<file path="src/rtl/shift_pipe.sv">
// rtl/shift_pipe.sv - pipelined barrel shifter with valid/ready handshake and tag sideband
//
// Purpose: shifts in_a by in_shamt using log2(WIDTH) mux levels (1,2,4,... LSB of
//   shamt first), spread over STAGES register stages, ceil(SHW/STAGES) levels per
//   stage with the last stage taking the remainder. Output is fully registered.
// Optional feature macro: SHIFT_PIPE_ROTATE_EN (op 11 = rotate right; otherwise
//   op 11 completes normally with a zero result and no rotate muxes exist).
// Ports:
//   clk, rst_n             clock (rising edge), asynchronous active-low reset
//   flush                  synchronous kill of every in-flight operation
//   in_valid/in_ready      input handshake
//   in_a, in_shamt, in_op  operand, shift amount, op (00 SLL, 01 SRL, 10 SRA, 11 ROR)
//   in_tag                 sideband returned unchanged with the result
//   out_valid/out_ready    output handshake
//   out_data, out_tag      result and its tag, held stable while stalled
module shift_pipe #(
  parameter int WIDTH  = 32,
  parameter int STAGES = 2,
  parameter int TAGW   = 5,
  localparam int SHW   = $clog2(WIDTH)
) (
  input  logic             clk,
  input  logic             rst_n,
  input  logic             flush,
  input  logic             in_valid,
  output logic             in_ready,
  input  logic [WIDTH-1:0] in_a,
  input  logic [SHW-1:0]   in_shamt,
  input  logic [1:0]       in_op,
  input  logic [TAGW-1:0]  in_tag,
  output logic             out_valid,
  input  logic             out_ready,
  output logic [WIDTH-1:0] out_data,
  output logic [TAGW-1:0]  out_tag
);

  // mux levels handled per stage
  localparam int LPS = (SHW + STAGES - 1) / STAGES;

  logic [STAGES-1:0] v_q;
  logic [STAGES-1:0] rdy;
  logic [STAGES-1:0] src_v;
  logic [STAGES-1:0] src_sg;
  logic [WIDTH-1:0]  d_q     [STAGES];
  logic [WIDTH-1:0]  src_d   [STAGES];
  logic [WIDTH-1:0]  nxt_d   [STAGES];
  logic [SHW-1:0]    sh_q    [STAGES];
  logic [SHW-1:0]    src_sh  [STAGES];
  logic [1:0]        op_q    [STAGES];
  logic [1:0]        src_op  [STAGES];
  logic              sg_q    [STAGES];
  logic [TAGW-1:0]   tag_q   [STAGES];
  logic [TAGW-1:0]   src_tag [STAGES];
  logic [WIDTH-1:0]  in_d0;

  // Applies the mux levels lo..hi-1 selected by the shamt bits. The sign bit is
  // the original operand MSB, carried along so SRA fill stays correct even after
  // earlier levels have already shifted it out of position.
  function automatic logic [WIDTH-1:0] shift_levels(
    input logic [WIDTH-1:0] d,
    input logic [SHW-1:0]   sh,
    input logic [1:0]       op,
    input logic             sgn,
    input int               lo,
    input int               hi
  );
    logic [WIDTH-1:0] r;
    r = d;
    for (int j = 0; j < SHW; j++) begin
      if (j >= lo && j < hi && sh[j]) begin
        case (op)
          2'b00:   r = r << (1 << j);
          2'b01:   r = r >> (1 << j);
          2'b10:   r = (r >> (1 << j)) | (sgn ? ~({WIDTH{1'b1}} >> (1 << j)) : '0);
`ifdef SHIFT_PIPE_ROTATE_EN
          2'b11:   r = (r >> (1 << j)) | (r << (WIDTH - (1 << j)));
`endif
          default: r = r;
        endcase
      end
    end
    return r;
  endfunction

`ifdef SHIFT_PIPE_ROTATE_EN
  assign in_d0 = in_a;
`else
  // Without rotate support op 11 carries a zero operand, so it emerges as zero
  // after travelling the pipe with normal latency and its tag.
  assign in_d0 = (in_op == 2'b11) ? '0 : in_a;
`endif

  // A stage can take new contents when it is empty or when some stage downstream
  // of it is empty (or the consumer is taking the last one) so everything moves up.
  always_comb begin
    logic acc;
    rdy = '0;
    acc = out_ready;
    for (int k = STAGES - 1; k >= 0; k--) begin
      acc    = acc || !v_q[k];
      rdy[k] = acc;
    end
  end

  for (genvar k = 0; k < STAGES; k++) begin : g_stage
    localparam int LO = k * LPS;
    localparam int HI = ((k + 1) * LPS < SHW) ? (k + 1) * LPS : SHW;
    if (k == 0) begin : g_head
      assign src_v[k]   = in_valid;
      assign src_d[k]   = in_d0;
      assign src_sh[k]  = in_shamt;
      assign src_op[k]  = in_op;
      assign src_sg[k]  = in_a[WIDTH-1];
      assign src_tag[k] = in_tag;
    end else begin : g_link
      assign src_v[k]   = v_q[k-1];
      assign src_d[k]   = d_q[k-1];
      assign src_sh[k]  = sh_q[k-1];
      assign src_op[k]  = op_q[k-1];
      assign src_sg[k]  = sg_q[k-1];
      assign src_tag[k] = tag_q[k-1];
    end
    assign nxt_d[k] = shift_levels(src_d[k], src_sh[k], src_op[k], src_sg[k], LO, HI);
  end

  always_ff @(posedge clk or negedge rst_n) begin
    if (!rst_n) begin
      v_q <= '0;
      for (int k = 0; k < STAGES; k++) begin
        d_q[k]   <= '0;
        sh_q[k]  <= '0;
        op_q[k]  <= '0;
        sg_q[k]  <= 1'b0;
        tag_q[k] <= '0;
      end
    end else if (flush) begin
      v_q <= '0;
    end else begin
      for (int k = 0; k < STAGES; k++) begin
        if (rdy[k]) begin
          v_q[k] <= src_v[k];
          if (src_v[k]) begin
            d_q[k]   <= nxt_d[k];
            sh_q[k]  <= src_sh[k];
            op_q[k]  <= src_op[k];
            sg_q[k]  <= src_sg[k];
            tag_q[k] <= src_tag[k];
          end
        end
      end
    end
  end

  // flush empties every stage, so an input can be offered (and discarded) that cycle
  assign in_ready  = rdy[0] || flush;
  assign out_valid = v_q[STAGES-1];
  assign out_data  = d_q[STAGES-1];
  assign out_tag   = tag_q[STAGES-1];

endmodule

</file>
<file path="config.mk">
export PLATFORM = sky130hd
export DESIGN_NAME = shift_pipe
export DESIGN_NICKNAME = d
export VERILOG_FILES = /design/src/rtl/shift_pipe.sv
export SDC_FILE = /design/constraint.sdc
export NUM_CORES = 1
export LEC_CHECK = 0
export CELL_PAD_IN_SITES_DETAIL_PLACEMENT = 0
export CELL_PAD_IN_SITES_GLOBAL_PLACEMENT = 1
export CORE_MARGIN = 2
export CORE_UTILIZATION = 46
export DETAILED_ROUTE_END_ITERATION = 8
export PLACE_DENSITY_LB_ADDON = 0.1
export SYNTH_ARGS = -nofsm -noshare
export SYNTH_HDL_FRONTEND = slang
export SYNTH_SLANG_ARGS = --single-unit
</file>
<file path="constraint.sdc">
create_clock -name clk -period 4.05 [get_ports clk]
set_input_delay 0.405 -clock clk [delete_from_list [all_inputs] [get_ports clk]]
set_output_delay 0.405 -clock clk [all_outputs]
set_load 0.05 [all_outputs]
</file>
==> key figures, run 1 <==
Power and ir drop
  – Overall power: 3.85 mW
  – Clock power frac: 0.248
  – Switching Share: 0.421
  – Power per Cell Area: 432 mW/mm2
  – Maximum VDD drop: 0.305 mV
  – Reg power frac: 0.302
  – Gate power share: 0.449
  – Sw Pwr: roughly 1.6 mW
  – Internal power: 2.23 mW
  – P_leak: 3.42 nW

Floorplanning
  – Core Area: 0.0171 mm2
  – Die X: 135 um
  – # rows: 48
  – Die Height: 135 um
  – Initial Util: 0.465
  – Die area: 0.0183 mm2
  – Ports: ~90

Critical path
  – Crit. End Element: flop
  – CP Data Arrival Time: 2850 ps
  – FF-to-FF End: out_data[11]$_DFFE_PN0P_
  – Critical Path RT: 4330 ps
  – Critical path's slowest cell: dfrtp_1
  – Critical-path cell list: buf_4 > or2_2 > nor2_1 > a222oi_1 > o221ai_1 > o21a_1
  – Critical Path Source: op_q[2]$_DFFE_PN0P_
  – CP Class: reg2reg
  – Max FO, Critical Path: 15
  – Critical Path Start Type: flop
  – FF-to-FF Start: op_q[2]$_DFFE_PN0P_
  – Cells on worst reg2reg path: 6
  – Crit path largest cell delay: 560 ps
  – Flop2flop setup slack: 1480 ps

STA
  – Slew @ Worst Pin: 1020 ps
  – Final worst slack: 1480 ps
  – Slew Limit Fails: 0
  – Fin. Hold Viols: 0
  – Fmax: 389 MHz
  – Relative slew slack: 0.321
  – Setup Skew: 10.5 ps
  – Final setup viols: 0
  – Unrepaired setup endpoints after global routing: no
  – Min Clock Period, post-route: around 2600 ps
  – Post-route setup TNS: 0 ps
  – Final period util: 0.634

Global route
  – Pin count of the biggest net entering global routing: 82
  – Grt ovf: 0
  – Total GRT Usage: 0.295
  – Wire length of the first global-routing pass: 43.0 mm
  – Number of global-route vias before repair: roughly 7600
  – Antenna violations before repair: 0

Yosys
  – Area contributors post-synth: dfrtp_1 26%, nand2_1 6.3%, mux2i_1 5.0%, a21oi_1 4.9%, o21ai_0 4.2%
  – Post-synth EDFFs: 0
  – Avg Inst Size Synth: 7.55 um2
  – Post-Syn Area: 0.00793 mm2
  – Area leader, netlist: dfrtp_1
  – Count of cell types in the netlist: 73
  – Seq cells post-synth: 81
  – Total number of yosys warnings: 0
  – Synth Instances: 1050
  – Leading register cell type out of synthesis: dfrtp_1
  – Syn Nets: 1099
  – Post-synthesis async set-or-reset flop share: 1.00
  – Post-synth top area share: 0.256
  – Sequential fraction of the synthesis area: 0.256

Finish
  – Multi-input logic area: 0.00508 mm2
  – Ant. Diodes: 0
  – Final std cells w/o fill: between 1000 and 1500
  – P&R area growth vs syn: 12.1%
  – Register Area: 0.00203 mm2
  – Fraction of layout cells with a size suffix above 1: 0.0717
  – Nets: 1090
  – Number of fillers in the final layout: 1708
  – Fin util: 0.521

Routing
  – Vias: approximately 8500
  – Metal-1 WL: 11.8 mm
  – Initial drt markers: 1127
  – DR vias/cell: 6.72
  – WL met3: 1.99 mm
  – Met2 WL: ~12 mm
  – Top routing layer in use: met4
  – Per-cell routed wire length: about 22 um
  – Routed WL: 27.3 mm
  – Antenna Nets Post-Route: 0
  – DRT Pass-1 Iters: 6
  – DRC: 0

Clock tree
  – Clk slew on worst S/H paths: 60 ps
  – CTS buffer count: 9
  – Post-CTS Resized: 0
  – CTS tree: done
  – Setup Buffers After CTS: 0
  – Hold buffer count at cts: 0
  – Clock Root Buffer: clkbuf_16
  – H-tree Lvls: 3
  – Latest clock arrival within the worst-skew pair: roughly 350 ps
  – CTS sink cnt: 81
  – Clock Tree Buf Depth: 2

Placed design
  – HPWL after DPL: 19.1 mm
  – Routability cong.: between 0.9 and 1
  – Pre-CTS WS: 1210 ps
  – Placed cells: 1255
  – Number of port buffers: 87

Job
  – Max cap viols: 0

Status
  – Status: finished, final reports clean

Min path
  – Worst min path class: in2async
-- sequential cells by signal, summed over array words and instances, names as in the netlist --
register / count
src_tag: 5
sg_q: 1
out_data: 32
sh_q: 2
d_q: 32
out_tag: 5
op_q: 2
v_q: 2
-- synth_stat cells, types with 3 or more instances --
master / n
nor3_1: 17
buf_1: 7
nor2b_1: 32
a211oi_1: 16
dfrtp_1: 81
a222oi_1: 7
o22ai_1: 40
clkbuf_1: 42
nand2_1: 134
a21oi_1: 78
o21a_1: 26
a21boi_0: 3
mux2_2: 7
o21ai_1: 5
o221a_2: 5
and2_1: 7
o2111ai_1: 7
a311oi_1: 4
mux2i_1: 40
a21o_1: 8
a22oi_1: 12
o22a_1: 3
nand3_1: 14
a22o_1: 9
a31oi_1: 25
inv_1: 20
a221oi_1: 12
o2bb2ai_1: 4
nand2b_1: 34
a31o_2: 5
buf_6: 7
a32oi_1: 7
o221ai_1: 25
o21ai_0: 66
o211ai_1: 15
a221o_1: 5
buf_2: 32
a32o_1: 3
buf_4: 43
a211o_1: 10
or3_1: 6
o31ai_1: 12
nor2_1: 72
-- through the flow --
step | hold slack (ps) | cell area [um2]
2_1_floorplan | 109 | 7930
3_3_place_gp | 457 | 8540
3_5_place_dp | 457 | 8540
4_1_cts | 282 | 8890
5_1_grt | 338 | 8890
6_report | 222 | 8890
-- cells in the final DEF (no fill, tap or decap), types with 14 or more instances in the layout --
cell	count
buf_4	24
o21a_1	26
o221ai_1	25
o22ai_1	40
a21oi_1	77
o211ai_1	15
nor2_1	72
a211oi_1	16
inv_1	20
mux2i_1	40
clkdlybuf4s50_1	82
nand2_1	134
nand3_1	14
nor3_1	17
dfrtp_1	81
nand2b_1	34
a31oi_1	25
o21ai_0	66
nor2b_1	32
-- layout make-up --
| class | instances | area share |
|---|---|---|
| Clock buffer | 10 | 0.0269 |
| Clock inverter | 6 | 0.0129 |
| Inverter | 24 | 0.0101 |
| Multi-Input combinational cell | 814 | 0.572 |
| Sequential cell | 81 | 0.228 |
| Tap cell | 225 | 0.0317 |
| Timing Repair Buffer | 111 | 0.119 |
-- power by group through the flow --
stage	Sequential, mW	Clock, mW	Combinational, mW
finish	1.16	0.955	1.73
CTS	1.16	0.974	1.71
detailed placement	1.17	0	1.70
global route	1.18	1.00	1.84
floorplan	1.15	0	1.29
global placement	1.17	0	1.70
-- metal layers --
metal  GRT usage  up-vias
li1            -     3902
met2       0.452      454
met5           0        -
met4       0.131        0
met3      0.0430       85
met1       0.415     4095
-- worst max path at each step --
stage	cells past startpoint	endpoint
finish	6	out_data[11]$_DFFE_PN0P_
global route	8	d_q[54]$_DFFE_PN0P_
CTS	6	out_data[29]$_DFFE_PN0P_
detailed placement	8	d_q[54]$_DFFE_PN0P_
global placement	8	d_q[41]$_DFFE_PN0P_
floorplan	5	out_data[10]$_DFFE_PN0P_
-- kinds of logic (layout without fill, tap and decap cells) --
logic type	after synthesis	count (layout)	synth area share
XOR/XNOR	2	2	0.00316
AO/OA/AOI/OAI	435	435	0.382
buffers and inverters	155	151	0.105
adder cells (fa/ha/maj)	1	1	0.00126
AND/OR/NAND/NOR	328	328	0.189
flip-flops	81	81	0.256
multiplexers	48	48	0.0633
-- critical path: cells and delay by family, from the launching register on --
kind	cells	cell delay, ps
AO/OA/AOI/OAI	3	730
buffers and inverters	1	300
flip-flops	1	560
AND/OR/NAND/NOR	2	910
Power figures use the tool's default switching activity.
==> run 2: changes to the inputs <==
--- a/config.mk
+++ b/config.mk
@@ -8,7 +8,7 @@
 export CELL_PAD_IN_SITES_DETAIL_PLACEMENT = 0
 export CELL_PAD_IN_SITES_GLOBAL_PLACEMENT = 1
 export CORE_MARGIN = 2
-export CORE_UTILIZATION = 46
+export CORE_UTILIZATION = 39
 export DETAILED_ROUTE_END_ITERATION = 8
 export PLACE_DENSITY_LB_ADDON = 0.1
 export SYNTH_ARGS = -nofsm -noshare
==> constraint.sdc (replaced) <==
create_clock -name clk -period 2.3 [get_ports clk]
set_input_delay 0.23 -clock clk [delete_from_list [all_inputs] [get_ports clk]]
set_output_delay 0.23 -clock clk [all_outputs]
set_load 0.05 [all_outputs]
==> key figures, run 2 (same netlist as run 1, synthesis figures left out) <==
Routing
  – DRC: 0 (unchanged)
  – DRT Pass-1 Iters: 5 (-1)
  – Routed WL: 30.0 mm (+9.7%)
  – Per-cell routed wire length: 21.7 um (+1.1%)
  – Antenna Nets Post-Route: 0 (unchanged)
  – Initial drt markers: 1063 (-5.7%)
  – DR vias/cell: 6.25 (-6.9%)
  – Vias: 8618 (+0.96%)

STA
  – Slew Limit Fails: 0 (unchanged)
  – Final setup viols: 0 (unchanged)
  – Hold Slack: 374 ps (+152 ps)
  – Fin. Hold Viols: 0 (unchanged)
  – Fmax: 458 MHz (+18%)
  – Setup Skew: 9.10 ps (-1.35 ps)
  – Final period util: 0.950 (+0.315)
  – Final worst slack: 116 ps (-1370 ps)
  – Relative slew slack: 0.579 (+0.258)
  – Slew @ Worst Pin: 631 ps (-387 ps)
  – Unrepaired setup endpoints after global routing: no
  – Post-route setup TNS: 0 ps (unchanged)
  – Min Clock Period, post-route: 2180 ps (-385 ps)

Critical path
  – Max FO, Critical Path: 7 (-8)
  – CP Data Arrival Time: 2400 ps (-450 ps)
  – Critical Path RT: 2520 ps (-1810 ps)
  – Critical Path Start Type: flop
  – Crit. End Element: flop
  – CP Class: reg2reg

Clock tree
  – CTS sink cnt: 81 (unchanged)
  – CTS tree: done
  – CTS buffer count: 9 (unchanged)
  – Clk slew on worst S/H paths: 60 ps (about the same)
  – Clock Root Buffer: clkbuf_16
  – H-tree Lvls: 3 (unchanged)
  – Clock Tree Buf Depth: 2 (unchanged)
  – Latest clock arrival within the worst-skew pair: 350 ps (about the same)
  – Setup Buffers After CTS: 0 (unchanged)

Placed design
  – Routability cong.: 0.936 (-5.1%)
  – Number of port buffers: 87 (unchanged)
  – HPWL after DPL: 22.3 mm (+17%)
  – Pre-CTS WS: -17.5 ps (-1220 ps)

Power and ir drop
  – Maximum VDD drop: 0.371 mV (+22%)
  – P_leak: 3.74 nW (+9.3%)
  – Power per Cell Area: 717 mW/mm2 (+66%)

Finish
  – Nets: 1153 (+5.8%)
  – Fraction of layout cells with a size suffix above 1: 0.125 (+0.0536)
  – Number of fillers in the final layout: 2045 (+20%)
  – P&R area growth vs syn: 19.6%
  – Commonest non-fill, non-tap cell in the layout: nand2_1
  – Commonest cells after routing, fill and taps aside: 134 x nand2_1, 81 x dfrtp_1, 81 x clkdlybuf4s50_1
  – Ant. Diodes: 0 (unchanged)
  – Multi-input logic area: 0.00509 mm2 (+0.12%)
  – Register Area: 0.00203 mm2 (unchanged)

Floorplanning
  – Die X: 147 um (+8.3%)
  – Die Height: 147 um (+8.3%)
  – Ports: 88 (unchanged)
  – Core Area: 0.0201 mm2 (+18%)
  – Die area: 0.0215 mm2 (+17%)
  – # rows: 52 (+8.3%)
  – Initial Util: 0.394 (-0.0705)

Global route
  – Number of global-route vias before repair: 7837 (+3.5%)
  – Pin count of the biggest net entering global routing: 64 (-22%)
  – Grt ovf: 0 (unchanged)
  – Wire length of the first global-routing pass: 47.1 mm (+9.6%)
  – Total GRT Usage: 0.278 (-0.0174)
  – Antenna violations before repair: 0 (unchanged)

Min path
  – Worst min path class: in2reg

Job
  – Max cap viols: 0 (unchanged)

Status
  – Status: finished, final reports clean
[run 2: repair_timing]
item	CTS	global route
hold buffers	1	0
endpoints found under the hold margin	40	0
resized for setup	0	1
endpoints found under the setup margin	0	1
[run 2: layout make-up]
cell class,instances,area share
Tap cell,270,0.0356
Clock buffer,10,0.0252
Timing Repair Buffer,174,0.172
Multi-Input combinational cell,814,0.537
Inverter,24,0.00950
Sequential cell,81,0.214
Clock inverter,6,0.00778
[run 2: stage by stage]
step	utilization	cells	power [mW]	instance area [um2]
after floorplan	-	1050	4.29	7930
after global placement	0.456	1362	5.26	9160
after global routing	0.472	1379	7.17	9490
after detailed placement	0.456	1362	5.27	9160
after CTS	0.472	1379	6.79	9480
final	0.472	1379	6.80	9490
[run 2: power by group]
group          leakage (nW)  switching [mW]  internal (mW)
combinational          2.64            2.03           1.22
clock                 0.148           0.623          0.885
sequential            0.958           0.320           1.73
total                  3.74            2.97           3.83
[run 2: worst paths after layout]
kind | startpoint | to | slack [ps] | depth (start not counted)
min in group asynchronous | rst_n | v_q[0]$_DFFE_PN0P_ | 400 | 2
hold reg to reg | src_tag[3]$_DFFE_PN0P_ | src_tag[3]$_DFFE_PN0P_ | 470 | 2
setup reg to reg | op_q[2]$_DFFE_PN0P_ | out_data[31]$_DFFE_PN0P_ | 120 | 6
setup / recovery | op_q[2]$_DFFE_PN0P_ | out_data[31]$_DFFE_PN0P_ | 120 | 6
max in group asynchronous | rst_n | d_q[57]$_DFFE_PN0P_ | 1260 | 3
hold / removal | in_op[0] | d_q[40]$_DFFE_PN0P_ | 370 | 3
[run 2: layer usage]
metal,vias to the layer above,global-route usage,share of wire
met5,-,0,0
met4,0,0.0612,0.019
met3,42,0.0513,0.068
met2,378,0.418,0.45
met1,4157,0.413,0.46
li1,4041,-,-
[run 2: worst max-delay path: stages, from the launching register on]
cell and delay [ps]:
dfrtp_1 530, nor2b_1 110, nand2_1 250, a21boi_0 140, a221o_1 330, a221oi_1 560, a21oi_1 130
==> run 3: changes to the inputs <==
--- a/config.mk
+++ b/config.mk
@@ -5,6 +5,7 @@
 export SDC_FILE = /design/constraint.sdc
 export NUM_CORES = 1
 export LEC_CHECK = 0
+export ABC_CLOCK_PERIOD_IN_PS = 2300
 export CELL_PAD_IN_SITES_DETAIL_PLACEMENT = 0
 export CELL_PAD_IN_SITES_GLOBAL_PLACEMENT = 1
 export CORE_MARGIN = 2
==> results of run 3 <==
Final layout, timing and power as in run 2 (identical DEF).
